**config.mk**
```make
export PLATFORM = sky130hd
export DESIGN_NAME = da_lut_builder
export DESIGN_NICKNAME = d
export VERILOG_FILES = /design/src/rtl/da_lut_builder.sv
export SDC_FILE = /design/constraint.sdc
export NUM_CORES = 1
export LEC_CHECK = 0
export CAP_MARGIN = 10
export CELL_PAD_IN_SITES_DETAIL_PLACEMENT = 0
export CELL_PAD_IN_SITES_GLOBAL_PLACEMENT = 1
export CORE_MARGIN = 1
export CORE_UTILIZATION = 35
export DETAILED_ROUTE_END_ITERATION = 6
export PLACE_DENSITY_LB_ADDON = 0.1
export RECOVER_POWER = 50
export SLEW_MARGIN = 20
export SYNTH_ARGS = -nofsm -noshare
export SYNTH_HDL_FRONTEND = slang
export SYNTH_SLANG_ARGS = --single-unit
```
**constraint.sdc**
```tcl
create_clock -name clk -period 8.4 [get_ports clk]
set_input_delay 2.52 -clock clk [delete_from_list [all_inputs] [get_ports clk]]
set_output_delay 2.52 -clock clk [all_outputs]
set_load 0.01 [all_outputs]
```
**src/rtl/da_lut_builder.sv**
```systemverilog
// -----------------------------------------------------------------------------
// da_lut_builder
//   Writer side of the distributed-arithmetic FIR lookup tables. Collects ORDER
//   signed coefficients over a valid/ready stream, then writes every partial-sum
//   entry of each of the PARTITION tables, one entry per clock.
//
// Ports
//   clk           clock, rising edge
//   rst           synchronous reset, active-high
//   i_start       begin a new coefficient load (honoured only in IDLE)
//   i_coef_valid  coefficient beat valid
//   o_coef_ready  builder accepts a coefficient this cycle (LOAD state)
//   i_coef        signed coefficient, tap order 0..ORDER-1
//   o_we          LUT write strobe
//   o_part        partition being written
//   o_waddr       LUT entry address
//   o_wdata       LUT entry value (signed partial sum)
//   o_busy        high while LOAD, BUILD or DONE
//   o_done        one-cycle pulse after the final write
//   o_lut_valid   all tables hold the sums of the last complete load
// -----------------------------------------------------------------------------
module da_lut_builder #(
   parameter  int OPSIZE    = 12,
   parameter  int ORDER     = 6,
   parameter  int PARTITION = 2,
   localparam int K         = ORDER / PARTITION,
   localparam int CELLS     = 2 ** K,
   localparam int LUT_W     = OPSIZE + $clog2(K),
   localparam int PW        = (PARTITION > 1) ? $clog2(PARTITION) : 1,
   localparam int TW        = (ORDER > 1) ? $clog2(ORDER) : 1
) (
   input  logic              clk,
   input  logic              rst,
   input  logic              i_start,
   input  logic              i_coef_valid,
   output logic              o_coef_ready,
   input  logic [OPSIZE-1:0] i_coef,
   output logic              o_we,
   output logic [PW-1:0]     o_part,
   output logic [K-1:0]      o_waddr,
   output logic [LUT_W-1:0]  o_wdata,
   output logic              o_busy,
   output logic              o_done,
   output logic              o_lut_valid
);

   typedef enum logic [1:0] {
      S_IDLE,
      S_LOAD,
      S_BUILD,
      S_DONE
   } state_t;

   state_t state, state_nxt;

   logic signed [OPSIZE-1:0] coef_q [ORDER];
   logic [TW-1:0]            tap_cnt;
   logic [K-1:0]             addr_cnt;
   logic [PW-1:0]            part_cnt;

   logic                     hs;
   logic                     last_tap;
   logic                     last_entry;
   logic signed [LUT_W-1:0]  part_sum [PARTITION];
   logic signed [LUT_W-1:0]  entry;

   assign o_coef_ready = (state == S_LOAD);
   assign o_busy       = (state != S_IDLE);
   assign hs           = (state == S_LOAD) && i_coef_valid;
   assign last_tap     = (tap_cnt == TW'(ORDER - 1));
   assign last_entry   = (part_cnt == PW'(PARTITION - 1)) && (addr_cnt == '1);

   // -------------------------------------------------------------------------
   // Partial sums: every partition gets its own adder chain over its K taps,
   // each tap gated by the matching address bit; the current partition's chain
   // output is the entry written this cycle.
   // -------------------------------------------------------------------------
   for (genvar p = 0; p < PARTITION; p++) begin : g_part
      for (genvar b = 0; b < K; b++) begin : g_bit
         logic signed [LUT_W-1:0] term;
         logic signed [LUT_W-1:0] prev;
         logic signed [LUT_W-1:0] acc;
         // Size cast of a signed operand sign-extends the coefficient.
         assign term = addr_cnt[b] ? LUT_W'(coef_q[p*K + b]) : '0;
         if (b == 0) begin : g_first
            assign prev = '0;
         end else begin : g_next
            assign prev = g_bit[b-1].acc;
         end
         assign acc = prev + term;
      end
      assign part_sum[p] = g_bit[K-1].acc;
   end

   assign entry = part_sum[part_cnt];

   // -------------------------------------------------------------------------
   // FSM
   // -------------------------------------------------------------------------
   // NOTE: sequential state uses non-blocking assignments so every register
   // samples pre-edge values, independent of process ordering.
   always_ff @(posedge clk) begin
      if (rst) state <= S_IDLE;
      else     state <= state_nxt;
   end

   // NOTE: next state defaults to the current state before the case, so no
   // path leaves it unassigned and no latch is inferred.
   always_comb begin
      state_nxt = state;
      unique case (state)
         S_IDLE:  if (i_start)           state_nxt = S_LOAD;
         S_LOAD:  if (hs && last_tap)    state_nxt = S_BUILD;
         S_BUILD: if (last_entry)        state_nxt = S_DONE;
         S_DONE:                         state_nxt = S_IDLE;
         default:                        state_nxt = S_IDLE;
      endcase
   end

   // -------------------------------------------------------------------------
   // Coefficient storage
   // NOTE: the coefficient array is deliberately not reset: every entry is
   // rewritten by a full load before any table is built from it, and leaving
   // it out of reset lets it map onto plain registers or distributed RAM.
   // -------------------------------------------------------------------------
   always_ff @(posedge clk) begin
      if (hs) coef_q[tap_cnt] <= i_coef;
   end

   // -------------------------------------------------------------------------
   // Counters and registered write port
   // -------------------------------------------------------------------------
   always_ff @(posedge clk) begin
      if (rst) begin
         tap_cnt     <= '0;
         addr_cnt    <= '0;
         part_cnt    <= '0;
         o_we        <= 1'b0;
         o_part      <= '0;
         o_waddr     <= '0;
         o_wdata     <= '0;
         o_done      <= 1'b0;
         o_lut_valid <= 1'b0;
      end else begin
         o_we   <= 1'b0;
         o_done <= 1'b0;
         unique case (state)
            S_IDLE: begin
               if (i_start) begin
                  o_lut_valid <= 1'b0;
                  tap_cnt     <= '0;
                  addr_cnt    <= '0;
                  part_cnt    <= '0;
               end
            end
            S_LOAD: begin
               if (hs) tap_cnt <= last_tap ? '0 : tap_cnt + TW'(1);
            end
            S_BUILD: begin
               o_we     <= 1'b1;
               o_part   <= part_cnt;
               o_waddr  <= addr_cnt;
               o_wdata  <= entry;
               // Address wraps naturally at CELLS-1; partition steps with it.
               addr_cnt <= addr_cnt + K'(1);
               if (addr_cnt == '1)
                  part_cnt <= last_entry ? '0 : part_cnt + PW'(1);
            end
            S_DONE: begin
               o_done      <= 1'b1;
               o_lut_valid <= 1'b1;
            end
            default: ;
         endcase
      end
   end

endmodule

```
==> results of run 1 <==
==> flip-flops by register name, summed over array words and instances, names as in the netlist <==
register and cells:
o_done 1, o_part 1, state 2, addr_cnt 3
coef_q 72, o_wdata 14, part_cnt 1, o_waddr 3
o_we 1, o_lut_valid 1, tap_cnt 3
==> final cells by class <==
type,count,area share
Timing Repair Buffer,46,0.0675
Clock buffer,10,0.0373
Tap cell,211,0.0412
Sequential cell,102,0.431
Inverter,51,0.0299
Clock inverter,6,0.00839
Multi-Input combinational cell,327,0.385
==> cell usage after synthesis, drive strengths merged (2+ instances only) <==
master,n
nand2,79
edfxtp,72
inv,51
nor2,36
ha,31
dfxtp,30
fa,26
a21oi,24
clkbuf,16
and2,13
o21ai,13
mux2i,11
xnor2,11
a211oi,10
a21o,9
nor3,9
xor2,6
nand3,5
buf,4
nand2b,4
o21bai,4
a32oi,3
and3,3
nor2b,3
o31ai,3
a2111oi,2
a221oi,2
a22oi,2
a31oi,2
o211ai,2
o221ai,2
o22ai,2
==> worst paths after layout <==
path | start | to | slack, ps | cells after the start
worst max register to register | addr_cnt[0] | o_wdata[11] | 4870 | 12
worst min register to register | o_part | o_part | 480 | 2
worst max-delay path | i_coef_valid | state[0] | 3950 | 7
worst min-delay path | o_part | o_part | 480 | 2
==> routing by layer <==
layer | vias up | track usage
li1 | 1793 | -
met1 | 1745 | 0.217
met2 | 67 | 0.275
met3 | 9 | 0.0318
met4 | 0 | 0.0504
met5 | - | 0
==> worst max-delay path, delay by kind of cell <==
family / cells / cell delay [ps]
AOI/OAI and AO/OA: 3 / 660
buffers and inverters: 1 / 590
and+or+nand+nor: 3 / 930
==> kinds of logic (layout without fill, tap and decap cells) <==
logic type,Yosys count,after routing,synth area share
AND/OR/NAND/NOR,156,156,0.123
flip-flops,102,102,0.503
AO/OA/AOI/OAI,86,86,0.112
buffers and inverters,71,113,0.0490
adder cells (fa/ha/maj),57,57,0.165
XOR/XNOR,17,17,0.0271
multiplexers,11,11,0.0201
==> power by group through the flow <==
stage | clock network [mW] | logic [mW] | registers [mW]
after floorplan | 0 | 0.181 | 0.616
after global placement | 0 | 0.316 | 0.609
after detailed placement | 0 | 0.314 | 0.611
after CTS | 0.418 | 0.316 | 0.600
after global routing | 0.437 | 0.348 | 0.605
final | 0.406 | 0.307 | 0.600
==> flow_metrics.env, run 1 <==
export IMPL_syn_inst=500
export IMPL_rsz0062_at_grt="no"
export IMPL_path_clk_slew_ps=70
export IMPL_switching_share=0.297
export IMPL_min_path_type="reg2reg"
export IMPL_max_stage_delay_ps=650
export IMPL_pre_cts_ws_ps=3680
export IMPL_die_h_um=127
export IMPL_final_common_cell="nand2_1"
export IMPL_drt_wl_total_mm=12.2
export IMPL_syn_to_final_growth_pct=16.8
export IMPL_yosysTopAreaCell="edfxtp_1"
export IMPL_ant_nets=0
export IMPL_hold_ws_ps=478
export IMPL_cp_max_fo=13
export IMPL_met3WireLength_um=425
export IMPL_utilization=0.420
export IMPL_wl_met2_mm=5.69
export IMPL_post_cts_resized=0
export IMPL_cts_buffers=9
export IMPL_p_int_mw=0.924
export IMPL_synth_edf_count=72
export IMPL_power_density_mw_per_mm2=205
export IMPL_fin_ws_ps=3950
export IMPL_peakVddDrop_mv=0.108
export IMPL_fin_nets=610
export IMPL_p_switching_mw=0.389
export IMPL_ys_flop_type="edfxtp_1"
export IMPL_setup_viol=0
export IMPL_critPathLaunchType="input pin"
export IMPL_timing_critical_path_cells="dlygate4sd3_1 > nand2_1 > nor2_1 > and3_1 > o21ai_0 > o21bai_1 > a21oi_1"
export IMPL_cp_required_ps=8660
export IMPL_start_util=0.360
export IMPL_port_buffers=38
export IMPL_finalHoldViolations=0
export IMPL_pwr_share_seq=0.457
export IMPL_worst_slew_pin_slew_ps=1530
export IMPL_status="finished with violations"
export IMPL_ctsHoldBuffers=0
export IMPL_violations="capacitance limit, slew limit"
export IMPL_place_inst=737
export IMPL_wl_met1_mm=5.94
export IMPL_cts_tree="built"
export IMPL_yosysSeqAreaShare=0.503
export IMPL_drt_wirelength_per_cell_um=16.2
export IMPL_via_per_inst=4.80
export IMPL_clock_path_buffers=2
export IMPL_timing_fmax_mhz=225
export IMPL_grt_pass1_wl_mm=19.8
export IMPL_slew_headroom=-0.0207
export IMPL_synth_area_leaders="edfxtp_1 39%, dfxtp_1 11%, fa_1 9.5%"
export IMPL_top_layer="met4"
export IMPL_multi_input_area_mm2=0.00247
export IMPL_syn_nets=573
export IMPL_dr_total_vias=3614
export IMPL_die_x_um=127
export IMPL_slowest_stage="and3_1"
export IMPL_ios=39
export IMPL_synth_cell_types=53
export IMPL_crit_arrival_ps=4710
export IMPL_cts_max_level=3
export IMPL_power_static_leakage_nw=2.57
export IMPL_async_flop_share=0
export IMPL_final_area_mm2=0.00641
export IMPL_clk_latency_ps=350
export IMPL_cts_sinks=102
export IMPL_synth_top_cell_area_share=0.394
export IMPL_power_share_clock=0.309
export IMPL_min_period_ps=4450
export IMPL_synth_seq_cells=102
export IMPL_drv_slew=33
export IMPL_drv_cap=1
export IMPL_layout_common_cells="79 x nand2_1, 72 x edfxtp_1, 51 x inv_1, 35 x nor2_1, 31 x ha_1"
export IMPL_track_usage=0.165
export IMPL_finClkSkew_ps=8.96
export IMPL_place_gp_congestion=0.733
export IMPL_period_share=0.529
export IMPL_rows=45
export IMPL_coreArea_mm2=0.0153
export IMPL_layout_drive_gt1_share=0.0664
export IMPL_final_cells=753
export IMPL_post_dp_cell_area_mm2=0.00613
export IMPL_dieArea_mm2=0.0162
export IMPL_critPathKind="in2reg"
export IMPL_root_buffer="clkbuf_16"
export IMPL_endpoint_kind="flop"
export IMPL_grt_max_degree=33
export IMPL_hpwl_mm=8.61
export IMPL_register_area_mm2=0.00276
export IMPL_p_comb_frac=0.234
export IMPL_dr_pass1_iters=4
export IMPL_totalPowerFinal_mw=1.31
export IMPL_initialDrtViolationCount=148
export IMPL_yosys_warnings=0
export IMPL_tns_ps=0
export IMPL_synth_area_mm2=0.00549
export IMPL_drc=0
export IMPL_antenna_cells=0
export IMPL_cts_setup_buffers=0
export IMPL_overflow=0
export IMPL_num_fill_cells=1474
export IMPL_antenna_found_initial=0
export IMPL_syn_avg_cell_area_um2=11.0
export IMPL_first_global_vias=3663
Note: power is estimated with default switching activity, not from simulation.
==> run 2: changes to the inputs <==
clock period = 4.34 ns   (was 8.4 ns; I/O delays follow)
==> run 2 against run 1 <==
Compared with the run above: the run now ends clean; final cell count is 0.53% higher; clock skew about the same; critical path depth grew 4; non-clock buffer count up 4; sequential power increased by 95%.
==> flow_metrics.env, run 2 (same netlist as run 1, synthesis figures left out) <==
export IMPL_status="finished, final reports clean"
export IMPL_largest_reg_flops=72
export IMPL_rows=45
export IMPL_drt_wirelength_per_cell_um=17.2
export IMPL_totalPowerFinal_mw=2.62
export IMPL_tns_ps=0
export IMPL_clock_path_buffers=2
export IMPL_track_usage=0.173
export IMPL_slew_headroom=0.247
export IMPL_drc=0
export IMPL_slowest_stage="fa_1"
export IMPL_rsz0062_at_grt="no"
export IMPL_drv_slew=0
export IMPL_hold_path_startpoint="o_part"
export IMPL_drt_wl_total_mm=13.0
export IMPL_endpoint_kind="flop"
export IMPL_grt_max_degree=21
export IMPL_cts_tree="built"
export IMPL_rrSetupSlack_ps=970
export IMPL_place_gp_congestion=0.807
export IMPL_num_fill_cells=1484
export IMPL_pre_cts_ws_ps=994
export IMPL_finalHoldViolations=0
export IMPL_cts_max_level=3
export IMPL_timing_fmax_mhz=297
export IMPL_clk_latency_ps=360
export IMPL_path_clk_slew_ps=70
export IMPL_dr_pass1_iters=4
export IMPL_layout_drive_gt1_share=0.0714
export IMPL_cts_buffers=9
export IMPL_peakVddDrop_mv=0.202
export IMPL_ios=39
export IMPL_power_static_leakage_nw=2.61
export IMPL_overflow=0
export IMPL_power_density_mw_per_mm2=405
export IMPL_cp_max_fo=20
export IMPL_min_period_ps=3370
export IMPL_setup_viol=0
export IMPL_hold_ws_ps=471
export IMPL_final_common_cell="nand2_1"
export IMPL_grt_pass1_wl_mm=20.4
export IMPL_coreArea_mm2=0.0153
export IMPL_critPathLaunchType="flop"
export IMPL_timing_critical_path_cells="buf_4 > nand2_1 > fa_1 > inv_1 > fa_1 > a21oi_1 > o221ai_1 > a41oi_1 > xnor2_1 > o22ai_1 > a211oi_1"
export IMPL_reg_top3="coef_q: 72 flops, o_wdata: 14 flops"
export IMPL_min_path_type="reg2reg"
export IMPL_critPathLaunch="addr_cnt[1]"
export IMPL_cp_required_ps=4610
export IMPL_die_h_um=127
export IMPL_root_buffer="clkbuf_16"
export IMPL_dieArea_mm2=0.0162
export IMPL_critPathKind="reg2reg"
export IMPL_utilization=0.423
export IMPL_final_area_mm2=0.00646
export IMPL_crit_arrival_ps=3640
export IMPL_ff2ff_path_depth=11
export IMPL_post_cts_resized=0
export IMPL_max_stage_delay_ps=510
export IMPL_start_util=0.360
export IMPL_port_buffers=38
export IMPL_ctsHoldBuffers=0
export IMPL_r2r_end="o_wdata[11]"
export IMPL_via_per_inst=4.83
export IMPL_syn_to_final_growth_pct=17.6
export IMPL_cts_setup_buffers=0
export IMPL_crit_path_end="o_wdata[11]"
export IMPL_dr_total_vias=3659
export IMPL_ant_nets=0
export IMPL_worst_slew_pin_slew_ps=1130
export IMPL_initialDrtViolationCount=228
export IMPL_regMostFlops="coef_q"
export IMPL_drv_cap=0
export IMPL_hpwl_mm=9.21
export IMPL_place_inst=741
export IMPL_first_global_vias=3682
export IMPL_antenna_found_initial=0
export IMPL_post_dp_cell_area_mm2=0.00616
export IMPL_period_share=0.776
export IMPL_finClkSkew_ps=8.54
export IMPL_cts_sinks=102
export IMPL_layout_common_cells="79 x nand2_1, 72 x edfxtp_1, 51 x inv_1, 36 x nor2_1, 31 x ha_1"
export IMPL_fin_nets=614
export IMPL_antenna_cells=0
export IMPL_fin_ws_ps=972
export IMPL_critPathMostFrequentCell="fa_1"
export IMPL_final_cells=757
export IMPL_worstReg2RegStart="addr_cnt[1]"
export IMPL_die_x_um=127
==> run 2: cell types whose count changed in the layout (fill, tap and decap cells not counted), moves of 2 or more <==
| cell | delta |
|---|---|
| buf_4 | +4 |
| clkdlybuf4s50_1 | -3 |
| clkinv_4 | -2 |
| dlygate4sd3_1 | +3 |
==> run 2: worst min path at each step <==
stage	to	depth (start not counted)
floorplan	state[0]	2
global placement	o_part	2
detailed placement	o_part	2
CTS	o_part	2
global route	o_part	2
finish	o_part	2
==> run 2: worst max-delay path, delay by kind of cell (launching register included) <==
family / cells / cell delay [ps]
AND/OR/NAND/NOR: 1 / 120
AO/OA/AOI/OAI: 5 / 1120
XOR/XNOR: 1 / 140
adder cells (fa/ha/maj): 2 / 960
buffers and inverters: 2 / 420
flip-flops: 1 / 490
==> run 2: routing by layer <==
metal,global-route usage,wire [um],vias up
li1,-,-,1798
met3,0.0343,372,15
met2,0.275,5950,64
met5,0,0,-
met1,0.231,6410,1782
met4,0.0728,275,0
==> run 2: report_power, final <==
| part | total (mW) | switching, mW | internal (mW) |
|---|---|---|---|
| Sequential | 1.17 | 0.0526 | 1.12 |
| Combinational | 0.594 | 0.340 | 0.255 |
| Clock | 0.853 | 0.393 | 0.461 |
| Total | 2.62 | 0.785 | 1.83 |
==> run 2: area by class of cell <==
type,count,area (um2),area share
clock buffers,9,225,0.0349
clock inverters,7,86.3,0.0134
inverters,51,191,0.0296
multi-input cells,327,2470,0.382
flip-flops and latches,102,2760,0.428
well taps,211,264,0.0409
repair buffers,50,463,0.0717
==> run 3: changes to the inputs <==
clock period = 2.75 ns   (was 4.34 ns; I/O delays follow)
==> run 3 against run 2 <==
Compared with the run above: the flow now finishes with violations (setup timing); utilization rose by 6.7 points; power rose by 64%; critical path type unchanged; routed wire length rose by 6.9%; non-clock buffer count rose by 57; clock power rose by 54%; hold slack improved by 7.0 ps; die area did not move; clock skew fell by 4.2 ps; worst setup slack got worse by 1000 ps.
==> flow_metrics.env, run 3 (same netlist as run 1, synthesis figures left out) <==
export IMPL_status="finished with violations"
export IMPL_violations="setup timing"
export IMPL_tns_ps=-83.0
export IMPL_register_area_mm2=0.00277
export IMPL_hpwl_mm=10.0
export IMPL_antenna_found_initial=0
export IMPL_initialDrtViolationCount=184
export IMPL_grt_max_degree=23
export IMPL_num_fill_cells=1380
export IMPL_overflow=0
export IMPL_max_stage_delay_ps=500
export IMPL_multi_input_area_mm2=0.00293
export IMPL_grt_pass1_wl_mm=22.0
export IMPL_fin_nets=671
export IMPL_via_per_inst=4.74
export IMPL_cp_max_fo=6
export IMPL_rsz0062_at_grt="yes"
export IMPL_drv_slew=0
export IMPL_dr_total_vias=3860
export IMPL_peakVddDrop_mv=0.316
export IMPL_cts_max_level=3
export IMPL_clk_latency_ps=350
export IMPL_track_usage=0.184
export IMPL_start_util=0.360
export IMPL_dr_pass1_iters=4
export IMPL_crit_arrival_ps=3060
export IMPL_rrSetupSlack_ps=-50
export IMPL_regMostFlops="coef_q"
export IMPL_hold_path_startpoint="o_part"
export IMPL_ff2ff_path_depth=12
export IMPL_reg_top3="coef_q: 72 flops, o_wdata: 14 flops"
export IMPL_path_clk_slew_ps=70
export IMPL_worst_slew_pin_slew_ps=621
export IMPL_layout_common_cells="72 x edfxtp_1, 64 x nand2_1, 55 x buf_4, 42 x inv_1, 36 x nor2_1"
export IMPL_critPathKind="reg2reg"
export IMPL_fin_ws_ps=-47.3
export IMPL_crit_buf_inv=2
export IMPL_min_path_cells=2
export IMPL_power_static_leakage_nw=2.98
export IMPL_drv_cap=0
export IMPL_layout_drive_gt1_share=0.279
export IMPL_die_x_um=127
export IMPL_ant_nets=0
export IMPL_period_share=1.02
export IMPL_drc=0
export IMPL_whs_endpoint="o_part"
export IMPL_root_buffer="clkbuf_16"
export IMPL_die_h_um=127
export IMPL_syn_to_final_growth_pct=36.2
export IMPL_cp_required_ps=3020
export IMPL_final_cells=814
export IMPL_largest_reg_flops=72
export IMPL_place_gp_congestion=0.805
export IMPL_rows=45
export IMPL_slew_headroom=0.585
export IMPL_endpoint_kind="flop"
export IMPL_min_period_ps=2800
export IMPL_port_buffers=38
export IMPL_dieArea_mm2=0.0162
export IMPL_antenna_cells=0
export IMPL_setup_viol=3
export IMPL_slowest_stage="fa_1"
export IMPL_first_global_vias=4018
export IMPL_power_density_mw_per_mm2=573
export IMPL_timing_fmax_mhz=357
export IMPL_r2r_end="o_wdata[11]"
export IMPL_coreArea_mm2=0.0153
export IMPL_place_inst=785
export IMPL_finalHoldViolations=0
export IMPL_timing_critical_path_cells="buf_6 > nand2_4 > fa_1 > inv_2 > ha_4 > fa_2 > a211oi_4 > o21bai_4 > a31oi_4 > o21ai_2 > xnor2_1 > a211oi_1"
export IMPL_final_common_cell="edfxtp_1"
export IMPL_ctsHoldBuffers=0
export IMPL_finClkSkew_ps=4.33
export IMPL_ios=39
export IMPL_cts_buffers=9
export IMPL_hold_ws_ps=478
export IMPL_min_path_type="reg2reg"
export IMPL_cts_tree="built"
export IMPL_clock_path_buffers=2
export IMPL_critPathLaunchType="flop"
export IMPL_cts_sinks=102
export IMPL_drt_wl_total_mm=13.9
export IMPL_drt_wirelength_per_cell_um=17.1
export IMPL_worstReg2RegStart="addr_cnt[0]"
export IMPL_pre_cts_ws_ps=-257
export IMPL_cp_top_family="adder cells"
==> run 3: cell count changes in the layout (fill, tap and decap cells not counted), moves of 9 or more <==
cell,before,now
nand2_1,79,64
ha_1,31,16
inv_1,51,42
ha_4,0,13
buf_4,10,55
nand2_2,0,9
inv_2,0,9
==> run 3: what timing repair did <==
item	in CTS	in global routing
cloned	1	0
gates resized for setup	60	31
pin swaps	34	22
endpoints found under the hold margin	0	0
buffers inserted	9	3
endpoints found under the setup margin	9	9
==> run 3: final cells by class <==
type                    instances  share of cell area
clock buffers                   9              0.0301
repair buffers                107               0.135
well taps                     211              0.0353
multi-input cells             327               0.392
clock inverters                 7              0.0107
flip-flops and latches        102               0.371
inverters                      51              0.0256
==> run 3: how the worst max path moves through the flow <==
stage                start     endpoint  slack (ps)  depth (start not counted)
6_report       addr_cnt[0]  o_wdata[11]         -50                         12
5_1_grt        addr_cnt[0]  o_wdata[13]        -160                         12
4_1_cts        addr_cnt[0]  o_wdata[11]         -70                         12
3_5_place_dp   addr_cnt[2]  o_wdata[11]        -260                         11
3_3_place_gp   addr_cnt[0]  o_wdata[11]        -260                         12
2_1_floorplan  addr_cnt[1]  o_wdata[11]         -40                         13
==> run 3: per-stage QoR <==
step | total power, mW | utilization | area (um2)
2_1_floorplan | 2.46 | - | 5630
3_3_place_gp | 2.90 | 0.433 | 6610
3_5_place_dp | 2.91 | 0.433 | 6610
4_1_cts | 4.33 | 0.479 | 7310
5_1_grt | 4.51 | 0.490 | 7480
6_report | 4.29 | 0.490 | 7480
==> run 3: routing by layer <==
metal  vias to the layer above  track usage  wire length [um]
met2                        46        0.307              6840
met4                         0       0.0651               150
met3                        11       0.0247               296
met1                      1894        0.247              6620
met5                         -            0                 0
li1                       1909            -                 -
==> run 3: worst min-delay path, stage by stage, from the launching register on <==
cell	delay, ps
dfxtp_1	310
nand2b_1	60
a21oi_1	60
==> run 3: power by group <==
group / total (mW) / internal [mW] / switching, mW
combinational: 1.13 / 0.534 / 0.593
clock: 1.31 / 0.715 / 0.598
sequential: 1.85 / 1.77 / 0.0827
total: 4.29 / 3.01 / 1.27
